<file path="src/rtl/alarm_pkg.sv">
// Shared constants for the alarm mode sequencer: pattern codes, state encodings, command bytes.
package alarm_pkg;

  localparam logic [1:0] MODE_OFF     = 2'b00;
  localparam logic [1:0] MODE_WELCOME = 2'b01;
  localparam logic [1:0] MODE_ALARM   = 2'b11;

  typedef enum logic [2:0] {
    ST_IDLE    = 3'd0,
    ST_WELCOME = 3'd1,
    ST_ARMED   = 3'd2,
    ST_ENTRY   = 3'd3,
    ST_ALARM   = 3'd4
  } state_t;

  localparam logic [7:0] CMD_WELCOME = 8'h57;
  localparam logic [7:0] CMD_ARM     = 8'h41;
  localparam logic [7:0] CMD_DISARM  = 8'h44;

  function automatic logic [1:0] mode_of(state_t s);
    case (s)
      ST_WELCOME, ST_ENTRY: mode_of = MODE_WELCOME;
      ST_ALARM:             mode_of = MODE_ALARM;
      default:              mode_of = MODE_OFF;
    endcase
  endfunction

endpackage

</file>
<file path="src/rtl/ms_tick_gen.sv">
// Free-running prescaler: one-cycle ms_tick every CLK_HZ/1000 clocks.
module ms_tick_gen #(
  parameter int CLK_HZ = 50_000_000
) (
  input  logic clk,
  input  logic rst,
  output logic ms_tick
);

  localparam int DIV = CLK_HZ / 1000;
  localparam int CW  = (DIV > 1) ? $clog2(DIV) : 1;
  localparam logic [CW-1:0] LAST = CW'(DIV - 1);

  logic [CW-1:0] cnt;

  always_ff @(posedge clk) begin
    if (rst)              cnt <= '0;
    else if (cnt == LAST) cnt <= '0;
    else                  cnt <= cnt + CW'(1);
  end

  assign ms_tick = (cnt == LAST);

endmodule

</file>
<file path="src/rtl/alarm_mode_ctrl.sv">
// Arm/disarm, entry-delay and alarm-timeout sequencer feeding the LED/buzzer pattern driver.
module alarm_mode_ctrl
  import alarm_pkg::*;
#(
  parameter int CLK_HZ       = 50_000_000,
  parameter int WELCOME_MS   = 3000,
  parameter int ENTRY_MS     = 5000,
  parameter int ALARM_MAX_MS = 60000,
  parameter int DEBOUNCE_MS  = 20
) (
  input  logic       clk,
  input  logic       rst,
  input  logic       cmd_valid,
  input  logic [7:0] cmd_data,
  input  logic       sensor_in,
  output logic [1:0] mode,
  output logic       armed,
  output logic [2:0] state_out,
  output logic       cmd_err
);

  localparam int DBW = $clog2(DEBOUNCE_MS + 1);

  logic           ms_tick;
  logic           s_meta, s_sync, sensor_db, sensor_db_q, intrusion;
  logic [DBW-1:0] db_cnt;
  logic [16:0]    timer, limit;
  logic           tmo, timer_clr, restart;
  logic           is_w, is_a, is_d, cmd_bad;
  state_t         state, nxt;

  ms_tick_gen #(.CLK_HZ(CLK_HZ)) u_tick (.clk(clk), .rst(rst), .ms_tick(ms_tick));

  // Debounce counts ticks only while the synchronised level disagrees with the accepted one.
  always_ff @(posedge clk) begin
    if (rst) begin
      s_meta      <= 1'b0;
      s_sync      <= 1'b0;
      sensor_db   <= 1'b0;
      sensor_db_q <= 1'b0;
      db_cnt      <= '0;
    end else begin
      s_meta      <= sensor_in;
      s_sync      <= s_meta;
      sensor_db_q <= sensor_db;
      if (s_sync == sensor_db) begin
        db_cnt <= '0;
      end else if (ms_tick) begin
        if (db_cnt == DBW'(DEBOUNCE_MS - 1)) begin
          sensor_db <= s_sync;
          db_cnt    <= '0;
        end else begin
          db_cnt <= db_cnt + DBW'(1);
        end
      end
    end
  end

  assign intrusion = sensor_db & ~sensor_db_q;

  assign is_w    = cmd_valid && (cmd_data == CMD_WELCOME);
  assign is_a    = cmd_valid && (cmd_data == CMD_ARM);
  assign is_d    = cmd_valid && (cmd_data == CMD_DISARM);
  assign cmd_bad = cmd_valid && !(is_w || is_a || is_d);

  always_comb begin
    limit = '0;
    case (state)
      ST_WELCOME: limit = 17'(WELCOME_MS);
      ST_ENTRY:   limit = 17'(ENTRY_MS);
      ST_ALARM:   limit = 17'(ALARM_MAX_MS);
      default:    limit = '0;
    endcase
  end

  assign tmo = ms_tick && (limit != '0) && (timer == limit - 17'd1);

  // Commands are checked before timeout/intrusion so they win on a shared cycle.
  always_comb begin
    nxt     = state;
    restart = 1'b0;
    case (state)
      ST_IDLE: begin
        if (is_w)      nxt = ST_WELCOME;
        else if (is_a) nxt = ST_ARMED;
      end
      ST_WELCOME: begin
        if (is_w)      restart = 1'b1;
        else if (is_a) nxt = ST_ARMED;
        else if (is_d) nxt = ST_IDLE;
        else if (tmo)  nxt = ST_IDLE;
      end
      ST_ARMED: begin
        if (is_d)           nxt = ST_IDLE;
        else if (intrusion) nxt = ST_ENTRY;
      end
      ST_ENTRY: begin
        if (is_d)     nxt = ST_IDLE;
        else if (tmo) nxt = ST_ALARM;
      end
      ST_ALARM: begin
        if (is_d)     nxt = ST_IDLE;
        else if (tmo) nxt = ST_ARMED;
      end
      default: nxt = ST_IDLE;
    endcase
  end

  assign timer_clr = restart || (nxt != state);

  always_ff @(posedge clk) begin
    if (rst)                           timer <= '0;
    else if (timer_clr)                timer <= '0;
    else if (ms_tick && timer != '1)   timer <= timer + 17'd1;
  end

  always_ff @(posedge clk) begin
    if (rst) begin
      state   <= ST_IDLE;
      mode    <= MODE_OFF;
      armed   <= 1'b0;
      cmd_err <= 1'b0;
    end else begin
      state   <= nxt;
      mode    <= mode_of(nxt);
      armed   <= (nxt == ST_ARMED) || (nxt == ST_ENTRY) || (nxt == ST_ALARM);
      cmd_err <= cmd_bad;
    end
  end

  assign state_out = state;

endmodule

</file>
<file path="config.mk">
export PLATFORM = sky130hd
export DESIGN_NAME = alarm_mode_ctrl
export DESIGN_NICKNAME = d
export VERILOG_FILES = /design/src/rtl/alarm_pkg.sv /design/src/rtl/ms_tick_gen.sv /design/src/rtl/alarm_mode_ctrl.sv
export SDC_FILE = /design/constraint.sdc
export NUM_CORES = 1
export LEC_CHECK = 0
export CELL_PAD_IN_SITES_DETAIL_PLACEMENT = 2
export CELL_PAD_IN_SITES_GLOBAL_PLACEMENT = 2
export CORE_ASPECT_RATIO = 1.5
export CORE_MARGIN = 2
export CORE_UTILIZATION = 38
export CTS_CLUSTER_SIZE = 10
export DETAILED_ROUTE_END_ITERATION = 10
export PLACE_DENSITY_LB_ADDON = 0.1
export SYNTH_ARGS = -nofsm -noshare
export SYNTH_HDL_FRONTEND = slang
export SYNTH_HIERARCHICAL = 1
export SYNTH_SLANG_ARGS = --single-unit
</file>
<file path="constraint.sdc">
create_clock -name clk -period 8.4 [get_ports clk]
set_input_delay 2.52 -clock clk [delete_from_list [all_inputs] [get_ports clk]]
set_output_delay 2.52 -clock clk [all_outputs]
set_load 0.01 [all_outputs]
</file>
== Word level (Yosys, flattened, before mapping) ==
Cells that the tools add are included.
Storage, ports and cells
  register bits after elaboration: 49
  output and inout port bits: 7
Cells by class
  add/sub/neg operators: 4
  equal/unequal tests: 17
  mux-type cells: 18
  bitwise logic cells: 3
  reduce and logical (&&, ||, !) cells: 20
Operator list (number)
  case mux 16 bit (3 select lines): 1
  2-to-1 mux 3 bit: 12
  equality test 8 x 7 -> 1 bit, second input constant: 3
  adder 17 x 1 -> 17 bit, second input constant: 1
  equality test 17 bit: 1
  != test 17 bit, second input constant: 1
  nonzero test 17 bit: 1
  subtractor 17 x 1 -> 17 bit, second input constant: 1
  adder 16 x 1 -> 16 bit, second input constant: 1
  equality test 16 bit, second input constant: 1
  case mux 3 bit (5 select lines): 1
  equality test 3 x 2 -> 1 bit, second input constant: 4
  OR reduction 2 bit: 4
  logical AND 1 bit: 7
  equality test 3 x 1 -> 1 bit, second input constant: 2
  equality test 3 bit, second input constant: 2
  adder 5 x 1 -> 5 bit, second input constant: 1
  equality test 5 bit, second input constant: 1
  logical OR 1 bit: 5
  2-to-1 mux 5 bit: 1
  case mux 2 bit (2 select lines): 1
  logical NOT 3 bit: 1
  != test 3 bit: 1
  AND reduction 3 bit: 1
  5 further kinds: 7

== Depth between registers and ports, before layout ==
Gate-level depths: netlist (run 1).
  depth after elaboration: 13
  gate-level depth with buffers: 13
  gate-level depth less buffers: 12

== Cells and area by module ==
Netlist (run 1), hierarchy kept.
By module, submodules not included
  alarm_mode_ctrl: times used 1, cells an instance 225, area an instance 1913.1 um^2, seq. area each 660.6 um^2
  ms_tick_gen: times used 1, cells an instance 81, area an instance 710.7 um^2, seq. area each 320.3 um^2

== Least setup slack after synthesis (run 1) ==
No wires, ideal clock.
  kind: in2reg
  start point: input cmd_data[5]
  end point: register timer[0]
  setup time: 0.073 ns
  data arrival time: 4.011 ns
  required time: 8.327 ns
  slack: 4.316 ns
  stages on the path: 8
  path through: nor3b_1 -> a31oi_1 -> nand4b_1 -> o31ai_1 -> nor3_1 -> o21ai_4 -> buf_6 -> nor3_2
Between the ends
  word-level cells in the longest chain between the ends: 9
  elaborated cells on any way between the ends: 20
  classes of those cells: eq/ne: 4; mux: 11; reduce/logical: 5
RTL lines
  start: declaration: line alarm_mode_ctrl.sv:14  | input logic [7:0] cmd_data,
  equality test 8 x 7 -> 1 bit: line alarm_mode_ctrl.sv:63  | assign is_d = cmd_valid && (cmd_data == CMD_DISARM);
  logical AND 1 bit: line alarm_mode_ctrl.sv:63
  2-to-1 mux 3 bit: line alarm_mode_ctrl.sv:90  | else if (is_d) nxt = ST_IDLE;
  2-to-1 mux 3 bit: line alarm_mode_ctrl.sv:89  | else if (is_a) nxt = ST_ARMED;
  2-to-1 mux 3 bit: line alarm_mode_ctrl.sv:88  | if (is_w) restart = 1'b1;
  case mux 3 bit (5 select lines): line alarm_mode_ctrl.sv:82  | case (state)
  != test 3 bit: line alarm_mode_ctrl.sv:109  | assign timer_clr = restart || (nxt != state);
  logical OR 1 bit *: line alarm_mode_ctrl.sv:109
  OR reduction 2 bit (no line) *
  end signal: assignment: line alarm_mode_ctrl.sv:114  | else if (ms_tick && timer != '1) timer <= timer + 17'd1;
  end: declaration: line alarm_mode_ctrl.sv:27  | logic [16:0] timer, limit;
Mark *: on every way between the ends. The rest lies on a longest branch, timed or not.
A chain may end at the register's enable or synchronous reset.

== Worst setup path after layout (run 1) ==
  start point: input cmd_data[2]
  end point: register timer[6]
Same word-level chain as after synthesis.

==> flow_metrics.env, run 1 <==
export IMPL_status="complete, no violations"
export IMPL_dp_hpwl_um=5260
export IMPL_grt_pass1_wl_um=11900
export IMPL_maxSlewHeadroom_pct=54.4
export IMPL_setup_viol=0
export IMPL_arrival_ns=4.96
export IMPL_hold_start="s_meta"
export IMPL_reg2reg_slack_ns=4.72
export IMPL_grt_max_degree=20
export IMPL_clkTransAtPathRegs_ns=0.10
export IMPL_io_pin_count=19
export IMPL_via_per_inst=5.56
export IMPL_p_clk_share_pct=36.9
export IMPL_hold_end="s_sync"
export IMPL_irDropWorstVdd_mv=0.0771
export IMPL_synth_nets=324
export IMPL_gr_usage_all_layers_pct=20.1
export IMPL_mostFrequentLayoutCells="dfxtp_1 (49), nor2_1 (42), nand2_1 (21)"
export IMPL_avgSynthCellArea_um2=8.57
export IMPL_ctsHoldBuffers=0
export IMPL_num_rows=37
export IMPL_drive_gt1_share_pct=7.84
export IMPL_cp_end_kind="flip-flop"
export IMPL_seq_power_share_pct=58.9
export IMPL_p_int_mw=0.309
export IMPL_synth_cell_types=46
export IMPL_grt_pass1_vias=2439
export IMPL_tritoncts="built"
export IMPL_power_frac_comb_pct=4.2
export IMPL_p_sw_share_pct=22.7
export IMPL_diodes=0
export IMPL_rsz0062_at_grt="false"
export IMPL_ant_nets=0
export IMPL_clock_skew_final_ns=0.0125
export IMPL_syn_inst=306
export IMPL_critPathLaunchType="input port"
export IMPL_r2r_start="state_out[0]"
export IMPL_cts_buffers=5
export IMPL_cp_max_fo=17
export IMPL_finalHoldViolCount=0
export IMPL_netlist_area_um2=2620
export IMPL_synth_async_reset_ratio_pct=0
export IMPL_postRouteWirelength_um=6940
export IMPL_wire_per_inst_um=17.5
export IMPL_ys_seq_elements=49
export IMPL_final_net_count=336
export IMPL_cts_root_buf="clkbuf_8"
export IMPL_cp_cell_sequence="clkdlybuf4s50_1 > nor4bb_1 > a31oi_1 > nand4b_1 > o31ai_1 > nor3_1 > o21ai_4 > nor3_1"
export IMPL_hp_class="reg2reg"
export IMPL_start_util_pct=38.8
export IMPL_cpMostUsedCell="nor3_1"
export IMPL_hold_depth=1
export IMPL_maxCapViolCount=0
export IMPL_power_mw=0.400
export IMPL_htreeDepth=2
export IMPL_place_ws_ns=3.35
export IMPL_area_growth_synth_to_final_pct=10.9
export IMPL_fin_crit_sh_pct=56.3
export IMPL_fin_util_pct=43.1
export IMPL_path_depth=8
export IMPL_worstSetupPathType="in2reg"
export IMPL_fin_crit_ns=4.73
export IMPL_die_w_um=71.8
export IMPL_slowest_stage="clkdlybuf4s50_1"
export IMPL_clkSinkCount=49
export IMPL_drc=0
export IMPL_yosysTopAreaCell="dfxtp_1"
export IMPL_fin_setup_tns_ns=0
export IMPL_clockBufferDepth=2
export IMPL_place_port_buffers=18
export IMPL_drt_initial_drc_count=54
export IMPL_clk_insertion_delay_late_ns=0.31
export IMPL_rr_worst_depth=10
export IMPL_tightest_slew_ns=0.683
export IMPL_final_common_cell="dfxtp_1"
export IMPL_synth_area_leaders="dfxtp_1 (37%), xnor2_1 (6.7%), nor2_1 (6.0%)"
export IMPL_synthFlopType="dfxtp_1"
export IMPL_crit_family="simple AND/OR/NAND/NOR gates"
export IMPL_die_h_um=106
export IMPL_fin_ws_ns=3.67
export IMPL_maxSlewViolCount=0
export IMPL_dieArea_um2=7600
export IMPL_rr_endpoint="timer[6]"
export IMPL_first_pass_iters=3
export IMPL_p_sw_mw=0.0910
export IMPL_fill_cells=802
export IMPL_design_core_area_um2=6760
export IMPL_yosys_warnings=6
export IMPL_slowest_delay_ns=0.51
export IMPL_max_clock_freq_mhz=212
export IMPL_synth_seq_area_share_pct=37.4
export IMPL_netlist_area_leader_share_pct=37.4
export IMPL_leakagePower_nw=0.990
export IMPL_gp_congestion=0.783
export IMPL_post_cts_buffers=0
export IMPL_post_cts_resized=0
export IMPL_powerDensity_nw_per_um2=138
export IMPL_synth_edf_count=0
export IMPL_antenna_found_initial=0
export IMPL_worstPathRequired_ns=8.63
export IMPL_grt_overflow=0
export IMPL_worst_path_buf_inv=1
export IMPL_vias=2209
==> worst register-to-register path, delay by kind of cell (launching register included) <==
kind | cells | cell delay, ns
AOI/OAI and AO/OA | 3 | 0.89
xor gates and xnor gates | 1 | 0.15
and+or+nand+nor | 5 | 1.50
DFF | 1 | 0.67
adders and majority gates | 1 | 0.35
==> how the worst max path moves through the flow <==
stage / startpoint / endpoint / slack, ns
6_report: cmd_data[2] / timer[6] / 3.67
5_1_grt: cmd_data[2] / timer[7] / 3.46
2_1_floorplan: cmd_data[5] / timer[0] / 4.32
4_1_cts: cmd_data[2] / timer[6] / 3.64
3_5_place_dp: cmd_data[2] / timer[6] / 3.35
3_3_place_gp: cmd_data[2] / timer[16] / 3.48
==> cells by family after synthesis <==
family	Yosys count	synth area share, %
adders and majority gates	6	2.86
xor gates and xnor gates	37	12.4
DFF	49	37.4
AOI/OAI and AO/OA	36	9.49
and+or+nand+nor	152	31.3
muxes	6	2.29
buffers and inverters	20	4.34
==> sequential cells by signal, indices dropped and copies added, names as in the netlist, 2 cells and up <==
name	cells
db_cnt	5
mode	2
state_out	3
timer	17
u_tick/cnt	16
==> cells in the mapped netlist, drive strengths merged, types with 7 or more instances <==
cell type  instances
nand3             17
nor2b              9
nor2              42
inv                7
xor2              17
o21ai              7
nor3              25
nand4             11
buf                7
nand2             21
xnor2             20
dfxtp             49
a21oi             12
==> power by group through the flow <==
stage	combinational (mW)	clock [mW]	sequential, mW
2_1_floorplan	0.00930	0	0.241
3_3_place_gp	0.0170	0	0.241
3_5_place_dp	0.0175	0	0.241
4_1_cts	0.0176	0.156	0.236
5_1_grt	0.0191	0.164	0.236
6_report	0.0170	0.148	0.236
==> per-stage QoR <==
stage	hold WS (ns)	cells	area, µm²
after floorplan	0.414	306	2620
after global placement	0.426	389	2810
after detailed placement	0.430	389	2810
after CTS	0.454	397	2910
after global routing	0.483	397	2910
final	0.451	397	2910
==> metal layers <==
metal	up-vias	share of wire, %	global-route usage [%]
li1	1084	-	-
met1	1107	36	19.8
met2	12	62	40.8
met3	6	1.1	2.39
met4	0	1.2	6.87
met5	-	0	0
==> final cells by class <==
type	count	area (µm²)	share of cell area (%)
multi-input combinational	237	1530	52.5
sequential	49	981	33.7
timing repair buffer	18	180	6.19
tap	78	97.6	3.35
clock buffer	6	82.6	2.84
inverter	7	26.3	0.903
clock inverter	2	13.8	0.473
(Power assumes the default switching activity.)
==> inputs of run 2 (changes only) <==
- CORE_UTILIZATION: 38 -> 36
- clock period: 8.4 -> 4.4 ns (I/O delays scaled with it)
==> run 2 against run 1 <==
Against the previous run: sequential power increased by 91%; core utilization decreased by 1.8 points; register-to-register slack got worse by 3.9 ns; flip-flop and latch count unchanged; total power increased by 100%; combinational power increased by 92%; final area increased by 1.1%; critical path depth increased by 1; worst setup slack got worse by 2.9 ns.
==> flow_metrics.env, run 2 (synthesis gave the netlist of run 1 again) <==
export IMPL_drt_initial_drc_count=48
export IMPL_die_h_um=109
export IMPL_postRouteWirelength_um=7070
export IMPL_post_cts_buffers=0
export IMPL_clk_insertion_delay_late_ns=0.31
export IMPL_ant_nets=0
export IMPL_grt_pass1_wl_um=11600
export IMPL_gp_congestion=0.768
export IMPL_largest_register="timer"
export IMPL_p_sw_share_pct=21.5
export IMPL_tightest_slew_ns=0.664
export IMPL_drive_gt1_share_pct=8.41
export IMPL_irDropWorstVdd_mv=0.249
export IMPL_final_net_count=339
export IMPL_cts_buffers=5
export IMPL_design_core_area_um2=7130
export IMPL_power_frac_comb_pct=4.1
export IMPL_seq_power_share_pct=56.2
export IMPL_p_int_mw=0.628
export IMPL_maxSlewViolCount=0
export IMPL_drc=0
export IMPL_powerDensity_nw_per_um2=272
export IMPL_num_rows=38
export IMPL_dieArea_um2=8000
export IMPL_status="complete, no violations"
export IMPL_wire_per_inst_um=17.6
export IMPL_p_clk_share_pct=39.7
export IMPL_mostFrequentLayoutCells="dfxtp_1 (49), nor2_1 (42), nand2_1 (21)"
export IMPL_io_pin_count=19
export IMPL_cp_max_fo=17
export IMPL_diodes=0
export IMPL_leakagePower_nw=1.01
export IMPL_first_pass_iters=4
export IMPL_post_cts_resized=0
export IMPL_setup_viol=0
export IMPL_area_growth_synth_to_final_pct=12.2
export IMPL_via_per_inst=5.53
export IMPL_clkSinkCount=49
export IMPL_fin_crit_ns=3.60
export IMPL_cp_end_kind="flip-flop"
export IMPL_start_util_pct=36.8
export IMPL_fin_setup_tns_ns=0
export IMPL_maxCapViolCount=0
export IMPL_clockBufferDepth=2
export IMPL_hp_class="reg2reg"
export IMPL_antenna_found_initial=0
export IMPL_die_w_um=73.7
export IMPL_finalHoldViolCount=0
export IMPL_grt_overflow=0
export IMPL_place_port_buffers=18
export IMPL_maxSlewHeadroom_pct=55.7
export IMPL_final_common_cell="dfxtp_1"
export IMPL_cts_root_buf="clkbuf_8"
export IMPL_critPathLaunchType="flip-flop"
export IMPL_vias=2218
export IMPL_grt_pass1_vias=2335
export IMPL_power_mw=0.800
export IMPL_max_clock_freq_mhz=278
export IMPL_ctsHoldBuffers=0
export IMPL_fin_ws_ns=0.804
export IMPL_fin_crit_sh_pct=81.7
export IMPL_grt_max_degree=19
export IMPL_place_ws_ns=0.553
export IMPL_rsz0062_at_grt="false"
export IMPL_clock_skew_final_ns=0.0110
export IMPL_dp_hpwl_um=5470
export IMPL_worstSetupPathType="reg2reg"
export IMPL_gr_usage_all_layers_pct=19.3
export IMPL_tritoncts="built"
export IMPL_largestRegisters="timer: 17 flops, u_tick/cnt: 16 flops, db_cnt: 5 flops"
export IMPL_p_sw_mw=0.172
export IMPL_worstPathRequired_ns=4.57
export IMPL_largest_reg_flops=17
export IMPL_htreeDepth=2
export IMPL_arrival_ns=3.77
export IMPL_clkTransAtPathRegs_ns=0.09
run 2: layout make-up:
| cell class | instances | area (µm²) |
|---|---|---|
| Clock buffer | 5 | 68.8 |
| Clock inverter | 2 | 35.0 |
| Fill cell | 799 | 4190 |
| Inverter | 7 | 26.3 |
| Multi-Input combinational cell | 237 | 1530 |
| Sequential cell | 49 | 981 |
| Tap cell | 80 | 100 |
| Timing Repair Buffer | 21 | 203 |
run 2: critical path, stage by stage, from the launching register on:
cell and delay (ns):
dfxtp_1 0.66, nor2b_2 0.33, nand2_1 0.13, ha_1 0.27, o21bai_1 0.17, a21oi_1 0.32
a21oi_1 0.11, or4_1 0.70, a31oi_4 0.63, nor3_1 0.12
run 2: power groups by stage:
stage | logic (mW) | registers [mW] | clock network, mW
floorplan | 0.0178 | 0.460 | 0
global placement | 0.0323 | 0.460 | 0
detailed placement | 0.0335 | 0.460 | 0
CTS | 0.0334 | 0.450 | 0.333
global route | 0.0362 | 0.451 | 0.349
finish | 0.0326 | 0.450 | 0.318
run 2: stage by stage:
| stage | hold slack [ns] | util (%) | instance area [µm²] | instances |
|---|---|---|---|---|
| floorplan | 0.414 | - | 2620 | 306 |
| global placement | 0.448 | 39.8 | 2840 | 394 |
| detailed placement | 0.449 | 39.8 | 2840 | 394 |
| CTS | 0.450 | 41.3 | 2940 | 401 |
| global route | 0.467 | 41.3 | 2940 | 401 |
| finish | 0.450 | 41.3 | 2940 | 401 |
run 2: final timing paths:
path                start  endpoint  slack [ns]  cells past startpoint
max          state_out[0]  timer[9]        0.80                      9
min                s_meta    s_sync        0.45                      1
max reg2reg  state_out[0]  timer[9]        0.80                      9
min reg2reg        s_meta    s_sync        0.45                      1
run 2: routing by layer:
metal,GRT usage (%),vias up,share of wire [%]
li1,-,1088,-
met1,19.0,1106,37
met2,38.0,15,59
met4,7.40,0,2.3
met3,3.54,9,1.8
met5,0,-,0
==> inputs of run 3 (changes only) <==
- clock period: 4.4 -> 3.6 ns (I/O delays scaled with it)
==> run 3 against run 2 <==
Against the previous run: flip-flop and latch count unchanged; final area increased by 1.3%; clock power increased by 27%; critical endpoint is now timer[7]; global-route usage decreased by 0.55 points; critical path type unchanged; largest power group unchanged; worst hold slack improved by 0.0075 ns; highest routed layer unchanged.
==> flow_metrics.env, run 3 (synthesis gave the netlist of run 1 again) <==
export IMPL_p_clk_share_pct=40.7
export IMPL_fin_setup_tns_ns=0
export IMPL_grt_pass1_wl_um=11500
export IMPL_fin_util_pct=41.8
export IMPL_post_cts_buffers=0
export IMPL_mostFrequentLayoutCells="dfxtp_1 (49), nor2_1 (42), nand2_1 (21)"
export IMPL_drive_gt1_share_pct=9.51
export IMPL_placed_cell_area_um2=2870
export IMPL_tritoncts="built"
export IMPL_fill_cells=811
export IMPL_io_pin_count=19
export IMPL_final_area_um2=2980
export IMPL_met1_usage_pct=18.8
export IMPL_dp_cells=398
export IMPL_status="complete, no violations"
export IMPL_worstSetupPathType="reg2reg"
export IMPL_grt_most_used_layer="met2"
export IMPL_maxSlewHeadroom_pct=59.3
export IMPL_ctsHoldBuffers=0
export IMPL_diodes=0
export IMPL_die_h_um=109
export IMPL_fin_crit_ns=3.19
export IMPL_grt_overflow=0
export IMPL_design_core_area_um2=7130
export IMPL_met2_usage_pct=36.9
export IMPL_drt_initial_drc_count=22
export IMPL_powerDensity_nw_per_um2=334
export IMPL_vias=2247
export IMPL_largest_reg_flops=17
export IMPL_leakagePower_nw=1.03
export IMPL_finalHoldViolCount=0
export IMPL_power_mw=0.995
export IMPL_maxSlewViolCount=0
export IMPL_fin_crit_sh_pct=88.6
export IMPL_p_int_mw=0.775
export IMPL_clkSinkCount=49
export IMPL_final_net_count=343
export IMPL_via_per_inst=5.53
export IMPL_wire_per_inst_um=16.9
export IMPL_place_port_buffers=18
export IMPL_num_rows=38
export IMPL_grt_max_degree=19
export IMPL_die_w_um=73.7
export IMPL_gr_usage_all_layers_pct=18.7
export IMPL_gp_congestion=0.742
export IMPL_irDropWorstVdd_mv=0.221
export IMPL_htreeDepth=2
export IMPL_critPathLaunchType="flip-flop"
export IMPL_clockBufferDepth=2
export IMPL_drc=0
export IMPL_tightest_slew_ns=0.607
export IMPL_rsz0062_at_grt="false"
export IMPL_start_util_pct=36.8
export IMPL_p_sw_mw=0.220
export IMPL_antenna_found_initial=0
export IMPL_ant_nets=0
export IMPL_clock_skew_final_ns=0.0158
export IMPL_dp_hpwl_um=5260
export IMPL_arrival_ns=3.38
export IMPL_cts_root_buf="clkbuf_8"
export IMPL_area_growth_synth_to_final_pct=13.6
export IMPL_post_cts_resized=0
export IMPL_maxCapViolCount=0
export IMPL_use_met3_pct=3.08
export IMPL_setup_viol=0
export IMPL_largestRegisters="timer: 17 flops, u_tick/cnt: 16 flops, db_cnt: 5 flops"
export IMPL_seq_power_share_pct=55.3
export IMPL_worstPathRequired_ns=3.78
export IMPL_first_pass_iters=4
export IMPL_cts_buffers=5
export IMPL_largest_register="timer"
export IMPL_final_common_cell="dfxtp_1"
export IMPL_hp_class="reg2reg"
export IMPL_cp_max_fo=17
export IMPL_cp_end_kind="flip-flop"
export IMPL_clkTransAtPathRegs_ns=0.10
export IMPL_p_sw_share_pct=22.1
export IMPL_power_frac_comb_pct=4.0
export IMPL_layoutNonFillerInstCount=406
export IMPL_grt_pass1_vias=2415
export IMPL_max_clock_freq_mhz=313
export IMPL_clk_insertion_delay_late_ns=0.32
export IMPL_postRouteWirelength_um=6870
export IMPL_dieArea_um2=8000
-- run 3: layer usage --
layer | share of wire (%) | vias up
met5 | 0 | -
met4 | 2.3 | 0
met3 | 1.4 | 7
met2 | 58 | 12
met1 | 39 | 1127
li1 | - | 1101
-- run 3: final cells by class --
type	instances	area (µm²)	share of cell area, %
Clock buffer	6	72.6	2.43
Clock inverter	2	38.8	1.30
Inverter	7	26.3	0.882
Multi-Input combinational cell	237	1530	51.3
Sequential cell	49	981	32.9
Tap cell	80	100	3.36
Timing Repair Buffer	25	233	7.81
-- run 3: worst max-delay path, stage by stage, from the launching register on --
cell,delay (ns)
dfxtp_1,0.33
nor2b_2,0.24
nand2_1,0.14
ha_1,0.36
xor2_1,0.16
nand4_1,0.15
a21oi_1,0.17
o211ai_1,0.10
or4_1,0.69
o21ai_4,0.57
nor3_1,0.14
-- run 3: metrics by stage --
step / hold slack [ns] / worst slack, ns
2_1_floorplan: 0.414 / 0.801
3_3_place_gp: 0.437 / 0.265
3_5_place_dp: 0.443 / 0.109
4_1_cts: 0.461 / 0.347
5_1_grt: 0.481 / 0.158
6_report: 0.457 / 0.409
-- run 3: power groups by stage --
stage	sequential, mW	combinational (mW)	clock, mW
2_1_floorplan	0.562	0.0217	0
3_3_place_gp	0.562	0.0396	0
3_5_place_dp	0.563	0.0410	0
4_1_cts	0.550	0.0412	0.424
5_1_grt	0.550	0.0448	0.439
6_report	0.550	0.0401	0.405
-- run 3: final timing paths --
check,startpoint,to,slack (ns),depth (start not counted)
setup / recovery,state_out[0],timer[7],0.41,10
hold / removal,s_meta,s_sync,0.46,1
setup reg to reg,state_out[0],timer[7],0.41,10
hold reg to reg,s_meta,s_sync,0.46,1
